**src/rtl/game_flow_ctrl.sv**
```systemverilog
// game_flow_ctrl: Frogger game-flow controller.
// Tracks lives, levels, post-collision freeze periods and game-over, and
// drives the round reset used by the frog and car blocks.
// Optional build macro: GAME_FLOW_HISCORE_EN adds the best_level output.
module game_flow_ctrl #(
    parameter int unsigned NUM_LEVELS    = 9,
    parameter int unsigned LEVEL_W       = 4,
    parameter int unsigned NUM_LIVES     = 3,
    parameter int unsigned LIVES_W       = 2,
    parameter int unsigned FREEZE_FRAMES = 30,
    parameter int unsigned FREEZE_W      = 5
) (
    input  logic               clk,
    input  logic               reset,
    input  logic               start,
    input  logic               frame_tick,
    input  logic               death_collision,
    input  logic               win_collision,
    output logic               round_reset,
    output logic [LEVEL_W-1:0] current_level,
    output logic [LIVES_W-1:0] lives_left,
    output logic               level_up,
    output logic               game_over,
    output logic [2:0]         state
`ifdef GAME_FLOW_HISCORE_EN
    ,
    output logic [LEVEL_W-1:0] best_level
`endif
);

    typedef enum logic [2:0] {
        IDLE  = 3'd0,
        PLAY  = 3'd1,
        DEATH = 3'd2,
        WIN   = 3'd3,
        OVER  = 3'd4
    } state_t;

    localparam logic [LEVEL_W-1:0]  LAST_LEVEL = LEVEL_W'(NUM_LEVELS - 1);
    localparam logic [LIVES_W-1:0]  FULL_LIVES = LIVES_W'(NUM_LIVES);
    localparam logic [FREEZE_W-1:0] FRZ_LAST   = FREEZE_W'(FREEZE_FRAMES - 1);

    state_t               state_q, state_d;
    logic                 start_q;
    logic                 start_rise;
    logic                 round_reset_q, round_reset_d;
    logic [LEVEL_W-1:0]   level_q, level_d;
    logic [LIVES_W-1:0]   lives_q, lives_d;
    logic                 level_up_q, level_up_d;
    logic                 game_over_q, game_over_d;
    logic [FREEZE_W-1:0]  frz_q, frz_d;
`ifdef GAME_FLOW_HISCORE_EN
    logic [LEVEL_W-1:0]   best_q, best_d;
`endif

    assign start_rise = start & ~start_q;

    // State, counters and registered outputs; start_q is cleared under reset.
    always_ff @(posedge clk) begin
        if (reset) begin
            state_q       <= IDLE;
            start_q       <= 1'b0;
            round_reset_q <= 1'b1;
            level_q       <= '0;
            lives_q       <= FULL_LIVES;
            level_up_q    <= 1'b0;
            game_over_q   <= 1'b0;
            frz_q         <= '0;
`ifdef GAME_FLOW_HISCORE_EN
            best_q        <= '0;
`endif
        end else begin
            state_q       <= state_d;
            start_q       <= start;
            round_reset_q <= round_reset_d;
            level_q       <= level_d;
            lives_q       <= lives_d;
            level_up_q    <= level_up_d;
            game_over_q   <= game_over_d;
            frz_q         <= frz_d;
`ifdef GAME_FLOW_HISCORE_EN
            best_q        <= best_d;
`endif
        end
    end

    // Next-state, level/lives bookkeeping and freeze counting.
    always_comb begin
        state_d    = state_q;
        level_d    = level_q;
        lives_d    = lives_q;
        frz_d      = frz_q;
        level_up_d = 1'b0;

        case (state_q)
            IDLE: begin
                if (start_rise) begin
                    state_d = PLAY;
                    level_d = '0;
                    lives_d = FULL_LIVES;
                end
            end
            PLAY: begin
                // Death has priority over a simultaneous win.
                if (death_collision) begin
                    state_d = DEATH;
                    lives_d = lives_q - LIVES_W'(1);
                    frz_d   = '0;
                end else if (win_collision) begin
                    state_d = WIN;
                    frz_d   = '0;
                end
            end
            DEATH: begin
                if (frame_tick) begin
                    if (frz_q == FRZ_LAST) begin
                        state_d = (lives_q == '0) ? OVER : PLAY;
                    end else begin
                        frz_d = frz_q + FREEZE_W'(1);
                    end
                end
            end
            WIN: begin
                if (frame_tick) begin
                    if (frz_q == FRZ_LAST) begin
                        state_d    = PLAY;
                        level_up_d = 1'b1;
                        if (level_q == LAST_LEVEL) begin
                            level_d = '0;
                            lives_d = FULL_LIVES;
                        end else begin
                            level_d = level_q + LEVEL_W'(1);
                        end
                    end else begin
                        frz_d = frz_q + FREEZE_W'(1);
                    end
                end
            end
            OVER: begin
                if (start_rise) begin
                    state_d = PLAY;
                    level_d = '0;
                    lives_d = FULL_LIVES;
                end
            end
            default: begin
                state_d = IDLE;
            end
        endcase

        // Outputs are registered, so they follow the next state.
        round_reset_d = (state_d != PLAY);
        game_over_d   = (state_d == OVER);
    end

`ifdef GAME_FLOW_HISCORE_EN
    // High-score tracking: only moves up on a level advance.
    always_comb begin
        best_d = best_q;
        if (level_up_d && (level_d > best_q)) begin
            best_d = level_d;
        end
    end

    assign best_level = best_q;
`endif

    assign round_reset   = round_reset_q;
    assign current_level = level_q;
    assign lives_left    = lives_q;
    assign level_up      = level_up_q;
    assign game_over     = game_over_q;
    assign state         = state_q;

endmodule

```
**config.mk**
```make
export PLATFORM = sky130hd
export DESIGN_NAME = game_flow_ctrl
export DESIGN_NICKNAME = d
export VERILOG_FILES = /design/src/rtl/game_flow_ctrl.sv
export SDC_FILE = /design/constraint.sdc
export NUM_CORES = 1
export LEC_CHECK = 0
export ABC_AREA = 1
export CAP_MARGIN = 10
export CORE_MARGIN = 2
export CORE_UTILIZATION = 30
export CTS_BUF_LIST = sky130_fd_sc_hd__clkbuf_8
export DETAILED_ROUTE_END_ITERATION = 12
export GPL_ROUTABILITY_DRIVEN = 0
export SLEW_MARGIN = 25
export SYNTH_ARGS = -nofsm -noshare
export SYNTH_HDL_FRONTEND = slang
export SYNTH_SLANG_ARGS = --single-unit
```
**constraint.sdc**
```tcl
create_clock -name clk -period 1.2 [get_ports clk]
set_input_delay 0.36 -clock clk [delete_from_list [all_inputs] [get_ports clk]]
set_output_delay 0.36 -clock clk [all_outputs]
set_load 0.03 [all_outputs]
```
==> flow_summary_export.csv, run 1 <==
group,metric,value,unit
setup_path,worst_r2r_endpoint,"frz_q[4]",
sta,fin_crit_sh,1.04,
final_layout,multi_input_area,800,sq um
setup_path,setup.worst_path.start,"state[2]",
setup_path,worstPathRequired,1390,ps
pwr,power.total,0.00180,W
clock_network,clock_sink_count,18,
floorplan,chipHeight,63.4,um
worst_hold_path,hp-class,"reg2reg",
routing,drt-pass1-iter-count,4,
sta,finalCriticalPeriod,1240,ps
synth,synth_top_area_frac,0.341,
routing,initialDrtViolationCount,26,
synth,synth_nets,179,
floorplan,fp.dieW,63.4,um
sta,rsz_0062_raised_after_global_routing,"true",
sta,tightestPinTransition,193,ps
synth,synth_most_common_cell,"sky130_fd_sc_hd__nand2_1",
run_status,run_status,"complete, but fails checks",
setup_path,critPathLaunchType,"flip-flop",
routing,vias,1187,
global_routing,pin_count_of_the_biggest_net_entering_global_routing,11,
final_layout,layout.area.seq,385,sq um
final_layout,syn_to_final_growth,66.4,%
sta,post-route-worst-setup-slack,-44.4,ps
run_status,violations,"setup timing",
global_routing,number_of_global_route_vias_before_repair,1110,
floorplan,start_util,0.314,
synth,synth.cell_area,0.00106,sq mm
setup_path,critical_path.endpoint,"frz_q[4]",
setup_path,launching_point_of_the_worst_reg2reg_path,"state[2]",
sta,final-setup-viol-count,15,
routing,remaining_drc_errors,0,
global_routing,gr-usage-all-layers,0.149,
sta,worst_slew_margin_rel,0.871,
worst_hold_path,hold-path-cell-count,2,
clock_network,tritoncts_clock_tree,"done",
floorplan,fp-row-count,21,
sta,timing.final.max_slew_violations,0,
synth,synth.cells.most_frequent,"sky130_fd_sc_hd__nand2_1, sky130_fd_sc_hd__nor2_1, sky130_fd_sc_hd__inv_1",
setup_path,crit_type,"reg2reg",
place,preCtsSetupSlack,-486,ps
setup_path,critical_path.endpoint_type,"flip-flop",
synth,synth_edf_count,0,
clock_network,cts_made_buffers,3,
clock_network,cts-root-buf,"sky130_fd_sc_hd__clkbuf_8",
job,maxCapViolations,0,
clock_network,cts.htree.levels,1,
synth,synth-main-ff-cell,"sky130_fd_sc_hd__dfxtp_1",
floorplan,floorplan.io_pins,18,
routing,avgViaCountPerCell,4.55,
sta,hold_violations,0,
synth,postSynthRegisterBits,18,
global_routing,first_pass_grt_wire_length,4.87,mm
synth,synthDominantAreaCellType,"sky130_fd_sc_hd__dfxtp_1",
clock_network,max-clock-path-buffers,2,
synth,yosysUniqueCellTypes,21,
clock_network,clock_slew_seen_by_the_registers_of_the_worst_setup_and_hold_paths,70,ps
synth,ys.warnings.count,0,
global_routing,grt.overflow.total,0,
final_layout,final.fill_count,316,
sta,finalClockSkew,2.14,ps
final_layout,antenna_fix_cells,0,
setup_path,critical_path.max_fanout,6,
clock_network,cts-hold-fix-buffers,0,
pwr,power_density,1020,mW/mm^2
place,dp.final_hpwl,1.94,mm
routing,routedWlPerCell,11.0,um
pwr,worst_ir_drop_vdd,0.625,mV
floorplan,die_area,0.00402,sq mm
routing,total_routed_length,2.88,mm
pwr,static-leakage-power,0.752,nW
synth,syn-mean-instance-area,6.29,sq um
routing,drtAntennaViolNets,0,
final_layout,final_net_count,227,
synth,synthCells,168,
synth,ys_async_sr_fraction,0,
final_layout,post_route_cells_drive_above_1_share,0.507,
place,placement.io_buffers,17,
synth,synth_seq_area_share,0.341,
synth,synth.area.top_cells,"sky130_fd_sc_hd__dfxtp_1, sky130_fd_sc_hd__nand2_1, sky130_fd_sc_hd__nand3_1, sky130_fd_sc_hd__nor2_1, sky130_fd_sc_hd__a21oi_1",
global_routing,initial_antenna_violation_count,0,
setup_path,worst-r2r-setup-slack,-40,ps
clock_network,clock_latency,260,ps
setup_path,worstPathArrival,1430,ps
floorplan,fp.coreArea,0.00336,sq mm
setup_path,timing.reg2reg.worst_path_depth,7,
sta,fmaxAchievable,804,MHz
==> per-stage QoR <==
| stage | hold slack [ps] | instance area, sq um | TNS (ps) | instances | utilization |
|---|---|---|---|---|---|
| CTS | 484 | 1680 | -361 | 259 | 0.499 |
| floorplan | 429 | 1090 | -2.91 | 168 | - |
| finish | 486 | 1760 | -303 | 261 | 0.523 |
| global route | 537 | 1760 | -1760 | 261 | 0.523 |
| detailed placement | 477 | 1400 | -6100 | 245 | 0.416 |
| global placement | 479 | 1400 | -5890 | 245 | 0.416 |
==> critical path: stages (launching register included) <==
cell                      delay, ps
sky130_fd_sc_hd__dfxtp_2        370
sky130_fd_sc_hd__inv_2          110
sky130_fd_sc_hd__nand3_1        140
sky130_fd_sc_hd__nand2_2        120
sky130_fd_sc_hd__inv_2           50
sky130_fd_sc_hd__nor2_4         170
sky130_fd_sc_hd__nand2_1         80
sky130_fd_sc_hd__a21oi_1        130
==> layout by cell type (no fill, tap or decap), types with 2 or more instances in the layout <==
master                            netlist  final
sky130_fd_sc_hd__nand2_1               48     38
sky130_fd_sc_hd__dlygate4sd2_1          0      3
sky130_fd_sc_hd__buf_4                  0     32
sky130_fd_sc_hd__nand4_1                3      3
sky130_fd_sc_hd__ha_4                   0      3
sky130_fd_sc_hd__a21oi_2                0      9
sky130_fd_sc_hd__a21oi_1               15      6
sky130_fd_sc_hd__dfxtp_4                0      5
sky130_fd_sc_hd__nor2_4                 1      6
sky130_fd_sc_hd__clkbuf_8               0      4
sky130_fd_sc_hd__inv_2                  5      9
sky130_fd_sc_hd__nor2_2                 2      8
sky130_fd_sc_hd__nand3_1               18     14
sky130_fd_sc_hd__nor2_1                23     12
sky130_fd_sc_hd__inv_1                 19     14
sky130_fd_sc_hd__ha_1                   5      2
sky130_fd_sc_hd__nand2_2                1     10
sky130_fd_sc_hd__buf_6                  0      7
sky130_fd_sc_hd__nand3_2                2      4
sky130_fd_sc_hd__nand3_4                0      2
sky130_fd_sc_hd__dfxtp_2                0      5
sky130_fd_sc_hd__clkdlybuf4s50_1        0      2
sky130_fd_sc_hd__dfxtp_1               18      8
==> routing by layer <==
| layer | GRT usage | wire (um) |
|---|---|---|
| met1 | 0.199 | 1430 |
| met2 | 0.243 | 1310 |
| met3 | 0.0196 | 108 |
| met4 | 0.0571 | 34 |
| met5 | 0 | 0 |
==> report_power, final <==
part | leakage (nW) | switching (W) | internal, W
registers | 0.152 | 0.0000556 | 0.000640
logic | 0.572 | 0.000318 | 0.000275
clock network | 0.0288 | 0.000218 | 0.000292
==> state kept, by name, indices dropped and copies added, names as in the netlist <==
register and count:
current_level 4, level_up 1, frz_q 5, state 3, round_reset 1, game_over 1, lives_left 2, start_q 1
==> final cells by class <==
cell class / instances / area share
multi-input combinational: 124 / 0.454
inverter: 25 / 0.0548
clock buffer: 4 / 0.0313
tap: 46 / 0.0327
sequential: 18 / 0.219
timing repair buffer: 44 / 0.208
==> logic make-up after synthesis <==
family,after synthesis,share of synthesized area
buffers and inverters,26,0.0923
DFF,18,0.341
AOI/OAI and AO/OA,17,0.0828
adders and majority gates,5,0.0592
and+or+nand+nor,102,0.425
==> worst min-delay path by stage <==
stage                    endpoint           from  slack [ps]
floorplan               game_over          reset         430
global placement    lives_left[1]  lives_left[1]         480
detailed placement  lives_left[1]  lives_left[1]         480
CTS                 lives_left[1]  lives_left[1]         480
global route             frz_q[0]       frz_q[0]         540
finish              lives_left[1]  lives_left[1]         490
==> repair_timing <==
action / 4_1_cts / 5_1_grt
pin swaps: 21 / 20
setup buffers: 10 / 2
setup endpoints to repair: 21 / 24
gates resized for setup: 44 / 22
(Power assumes the default switching activity.)
==> inputs of run 2 (changes only) <==
Settings changed: GPL_ROUTABILITY_DRIVEN 0 to unset, MAX_ROUTING_LAYER set to met4.
==> run 2 against run 1 <==
Effect of this change:
- the flow still finishes with violations (setup timing)
- clock power hardly changed
- final cell count stayed put
- sequential power hardly changed
- first-iteration DRC count is 7.7% lower
- via count is 0.25% higher
- power hardly changed
- flip-flop and latch count stayed put
- count of clock-buffer cells in the layout stayed put
- largest cell class unchanged
==> flow_summary_export.csv, run 2 (synthesized netlist as in run 1, its figures left out) <==
group,metric,value,unit
run_status,run_status,"complete, but fails checks",
run_status,violations,"setup timing",
clock_network,clock_slew_seen_by_the_registers_of_the_worst_setup_and_hold_paths,70,ps
final_layout,mostFrequentLayoutCells,"sky130_fd_sc_hd__nand2_1, sky130_fd_sc_hd__buf_4, sky130_fd_sc_hd__inv_1, sky130_fd_sc_hd__nand3_1, sky130_fd_sc_hd__nor2_1",
clock_network,cts-root-buf,"sky130_fd_sc_hd__clkbuf_8",
sta,hold_violations,0,
floorplan,chipHeight,63.4,um
sta,rsz_0062_raised_after_global_routing,"true",
routing,drt-pass1-iter-count,4,
final_layout,registers.top_by_ff_count,"frz_q",
global_routing,initial_antenna_violation_count,0,
worst_hold_path,hp-class,"reg2reg",
setup_path,worstPathRequired,1390,ps
clock_network,max-clock-path-buffers,2,
final_layout,layout.cells.most_common,"sky130_fd_sc_hd__nand2_1",
setup_path,critical_path.most_common_cell,"sky130_fd_sc_hd__inv_2",
sta,fin_crit_sh,1.04,
sta,final-setup-viol-count,15,
sta,final.hold.worst_slack,487,ps
setup_path,worstPathArrival,1430,ps
sta,finalSetupTns,-307,ps
final_layout,instances_no_fill,261,
clock_network,clock_sink_count,18,
global_routing,gr-usage-all-layers,0.153,
sta,worst_slew_margin_rel,0.871,
place,placement.io_buffers,17,
floorplan,fp.coreArea,0.00336,sq mm
final_layout,antenna_fix_cells,0,
final_layout,syn_to_final_growth,66.4,%
place,gp_congestion,0.796,
final_layout,post_route_cells_drive_above_1_share,0.507,
pwr,static-leakage-power,0.752,nW
place,dp.final_hpwl,1.94,mm
routing,remaining_drc_errors,0,
floorplan,die_area,0.00402,sq mm
place,placed_cells,245,
setup_path,cp_cell_sequence,"inv_2 > nand3_1 > nand2_2 > inv_2 > nor2_4 > nand2_1 > a21oi_1",
setup_path,crit_type,"reg2reg",
sta,tightestPinTransition,193,ps
floorplan,floorplan.io_pins,18,
final_layout,largest_register_ff_count,5,
sta,finalCriticalPeriod,1250,ps
clock_network,tritoncts_clock_tree,"done",
setup_path,cp_slowest_stage_delay,370,ps
floorplan,start_util,0.314,
setup_path,crit_slowest_cell,"sky130_fd_sc_hd__dfxtp_2",
clock_network,cts_made_buffers,3,
place,preCtsSetupSlack,-486,ps
pwr,power_density,1020,mW/mm^2
floorplan,fp.dieW,63.4,um
job,maxCapViolations,0,
floorplan,fp-row-count,21,
global_routing,number_of_global_route_vias_before_repair,1111,
setup_path,critical_path.max_fanout,6,
clock_network,clock_latency,260,ps
sta,post-route-worst-setup-slack,-45.8,ps
routing,vias,1190,
final_layout,final_net_count,227,
sta,fmaxAchievable,803,MHz
sta,finalClockSkew,2.27,ps
routing,drtAntennaViolNets,0,
routing,avgViaCountPerCell,4.56,
routing,initialDrtViolationCount,24,
routing,total_routed_length,2.88,mm
routing,routedWlPerCell,11.0,um
clock_network,cts.htree.levels,1,
pwr,worst_ir_drop_vdd,0.625,mV
global_routing,first_pass_grt_wire_length,4.87,mm
setup_path,critical_path.endpoint_type,"flip-flop",
setup_path,critPathLaunchType,"flip-flop",
global_routing,pin_count_of_the_biggest_net_entering_global_routing,11,
sta,timing.final.max_slew_violations,0,
final_layout,final.fill_count,316,
global_routing,grt.overflow.total,0,
## run 2: per-layer routing
metal | part of all wire | track usage
met3 | 0.033 | 0.0161
met1 | 0.50 | 0.202
met5 | 0 | -
met4 | 0.0049 | 0.0571
met2 | 0.46 | 0.243
## run 2: worst paths after layout
path,from,to,slack (ps),cells after the start
worst max-delay path,state[2],frz_q[4],-50,7
worst min-delay path,lives_left[1],lives_left[1],490,2
worst max register to register,state[2],frz_q[4],-50,7
worst min register to register,lives_left[1],lives_left[1],490,2
## run 2: through the flow
step	power, W	util	cell area (sq um)
global placement	0.00114	0.416	1400
finish	0.00180	0.523	1760
detailed placement	0.00114	0.416	1400
CTS	0.00176	0.499	1680
floorplan	0.000975	-	1090
global route	0.00190	0.523	1760
## run 2: repair_timing
item	in CTS	in global routing
gates resized for setup	44	22
pin swaps	21	20
setup buffers	10	2
hold buffers	0	0
setup endpoints to repair	21	24
## run 2: area by class of cell
cell class	count	area, sq um	area share
inverter	25	96.3	0.0548
clock buffer	4	55.1	0.0313
tap	46	57.6	0.0327
multi-input combinational	124	800	0.454
timing repair buffer	44	365	0.208
sequential	18	385	0.219
## run 2: critical path, delay by kind of cell (launching register included)
family	cells	cell delay [ps]
flops	1	370
buf+inv	2	160
simple gates	4	510
compound gates	1	130
## run 2: report_power, final
group,leakage [nW],total [W],switching [W],internal [W]
Clock,0.0288,0.000509,0.000217,0.000292
Combinational,0.572,0.000593,0.000318,0.000275
Sequential,0.152,0.000696,0.0000556,0.000640
Total,0.752,0.00180,0.000591,0.00121
==> inputs of run 3 (changes only) <==
Settings changed: CORE_UTILIZATION 30 to 49, PLACE_DENSITY set to 0.78.
==> run 3 against run 2 <==
Effect of this change:
- the flow still finishes with violations (setup timing)
- non-clock buffer count fell by 6
- wire length grew 13%
- via count increased by 5.1%
- combinational power shrank 2%
- highest routed layer unchanged
==> flow_summary_export.csv, run 3 (synthesized netlist as in run 1, its figures left out) <==
group,metric,value,unit
run_status,run_status,"complete, but fails checks",
run_status,violations,"setup timing",
pwr,power_density,1050,mW/mm^2
floorplan,floorplan.io_pins,18,
setup_path,critPathLaunchType,"flip-flop",
final_layout,post_route_cells_drive_above_1_share,0.493,
place,placement.io_buffers,17,
clock_network,clock_latency,250,ps
clock_network,clock_sink_count,18,
final_layout,final_net_count,221,
global_routing,gr-usage-all-layers,0.267,
setup_path,worst_path_dominant_cell_family,"flip-flops",
sta,fmaxAchievable,756,MHz
sta,finalCriticalPeriod,1320,ps
clock_network,cts-hold-fix-buffers,0,
clock_network,cts.htree.levels,1,
final_layout,largest_register_ff_count,5,
clock_network,clock_slew_seen_by_the_registers_of_the_worst_setup_and_hold_paths,70,ps
sta,rsz_0062_raised_after_global_routing,"true",
worst_hold_path,hp-class,"reg2reg",
clock_network,max-clock-path-buffers,2,
pwr,worst_ir_drop_vdd,0.959,mV
place,gp_congestion,0.909,
sta,worst_slew_margin_rel,0.825,
sta,timing.final.max_slew_violations,0,
setup_path,cp_slowest_stage_delay,380,ps
final_layout,syn_to_final_growth,60.2,%
pwr,power_report.internal_total,0.00118,W
routing,drtAntennaViolNets,0,
routing,drt-pass1-iter-count,4,
sta,finalClockSkew,2.59,ps
pwr,static-leakage-power,0.723,nW
pwr,netSwitchingPower,0.000588,W
setup_path,crit_type,"reg2reg",
place,placed_cells,224,
global_routing,pin_count_of_the_biggest_net_entering_global_routing,11,
floorplan,fp.dieW,50.5,um
pwr,power_frac_clock,0.281,
sta,final-setup-viol-count,16,
setup_path,critical_path.endpoint_type,"flip-flop",
clock_network,tritoncts_clock_tree,"done",
clock_network,cts-root-buf,"sky130_fd_sc_hd__clkbuf_8",
pwr,power.switching_fraction,0.332,
final_layout,instances_no_fill,236,
global_routing,initial_antenna_violation_count,0,
routing,remaining_drc_errors,0,
sta,tightestPinTransition,261,ps
floorplan,fp-row-count,16,
floorplan,start_util,0.528,
setup_path,worstPathRequired,1390,ps
setup_path,cp_num_buf_inv,1,
sta,fin_crit_sh,1.10,
sta,post-route-worst-setup-slack,-122,ps
clock_network,cts_made_buffers,3,
pwr,comb_power_share,0.329,
global_routing,number_of_global_route_vias_before_repair,1123,
routing,routedWlPerCell,13.8,um
setup_path,cp_cell_sequence,"ha_2 > inv_1 > or2_2 > a21oi_2 > nand2_2 > a21oi_2",
sta,final.hold.worst_slack,480,ps
setup_path,worstPathArrival,1510,ps
final_layout,antenna_fix_cells,0,
floorplan,chipHeight,50.5,um
setup_path,critical_path.most_common_cell,"sky130_fd_sc_hd__a21oi_2",
sta,hold_violations,0,
routing,initialDrtViolationCount,36,
global_routing,grt.overflow.total,0,
global_routing,first_pass_grt_wire_length,4.97,mm
pwr,pwr-share-seq,0.390,
routing,total_routed_length,3.25,mm
final_layout,layout.cells.most_common,"sky130_fd_sc_hd__nand2_1",
setup_path,crit_slowest_cell,"sky130_fd_sc_hd__dfxtp_4",
routing,avgViaCountPerCell,5.30,
floorplan,die_area,0.00255,sq mm
final_layout,registers.top_by_ff_count,"frz_q",
setup_path,critical_path.max_fanout,4,
floorplan,fp.coreArea,0.00200,sq mm
job,maxCapViolations,0,
routing,vias,1251,
place,dp.final_hpwl,1.92,mm
final_layout,mostFrequentLayoutCells,"sky130_fd_sc_hd__nand2_1, sky130_fd_sc_hd__buf_4, sky130_fd_sc_hd__inv_1, sky130_fd_sc_hd__nor2_1",
[run 3: cell count changes in the layout (fill, tap and decap cells not counted), sizes merged]
cell	before	now
buf	39	33
[run 3: layout make-up]
type | instances | area, sq um
Inverter | 25 | 96.3
Tap cell | 27 | 33.8
Fill cell | 123 | 308
Clock buffer | 4 | 55.1
Sequential cell | 18 | 390
Multi-Input combinational cell | 124 | 802
Timing Repair Buffer | 38 | 317
[run 3: power by group through the flow]
stage                     clock, W  sequential (W)  combinational, W
after floorplan                  0        0.000754          0.000221
after global placement           0        0.000697          0.000427
after detailed placement         0        0.000699          0.000438
after CTS                 0.000512        0.000691          0.000527
after global routing      0.000526        0.000695          0.000626
final                     0.000498        0.000690          0.000584
[run 3: metal layers]
metal  routed length [um]  track usage  up-vias
li1                     -            -      619
met1                 1360        0.285      581
met2                 1660        0.489       40
met3                  134       0.0327       11
met4                   93        0.122        0
met5                    0            -        -
[run 3: path summary, 6_finish.rpt]
kind,cells after the start,startpoint,to,slack (ps)
min reg2reg,2,lives_left[0],lives_left[0],480
max reg2reg,6,frz_q[0],frz_q[2],-120
max,6,frz_q[0],frz_q[2],-120
min,2,lives_left[0],lives_left[0],480
[run 3: repair_timing]
action / 4_1_cts / 5_1_grt
setup endpoints to repair: 21 / 24
resized for setup: 48 / 19
setup buffers: 7 / 1
pin swaps: 24 / 14
cloned: 0 / 0
[run 3: through the flow]
stage	utilization	total power (W)	cell area, sq um	setup WS [ps]	TNS [ps]
6_report	0.846	0.00177	1690	-122	-880
3_3_place_gp	0.679	0.00112	1360	-380	-5060
2_1_floorplan	-	0.000975	1090	-1.72	-2.91
3_5_place_dp	0.679	0.00114	1360	-430	-5720
5_1_grt	0.846	0.00185	1690	-167	-1700
4_1_cts	0.806	0.00173	1610	-96.3	-449
[run 3: worst min-delay path: stages (launching register included)]
cell and delay (ps):
sky130_fd_sc_hd__dfxtp_2 340, sky130_fd_sc_hd__nand2_1 50, sky130_fd_sc_hd__nand3_1 50
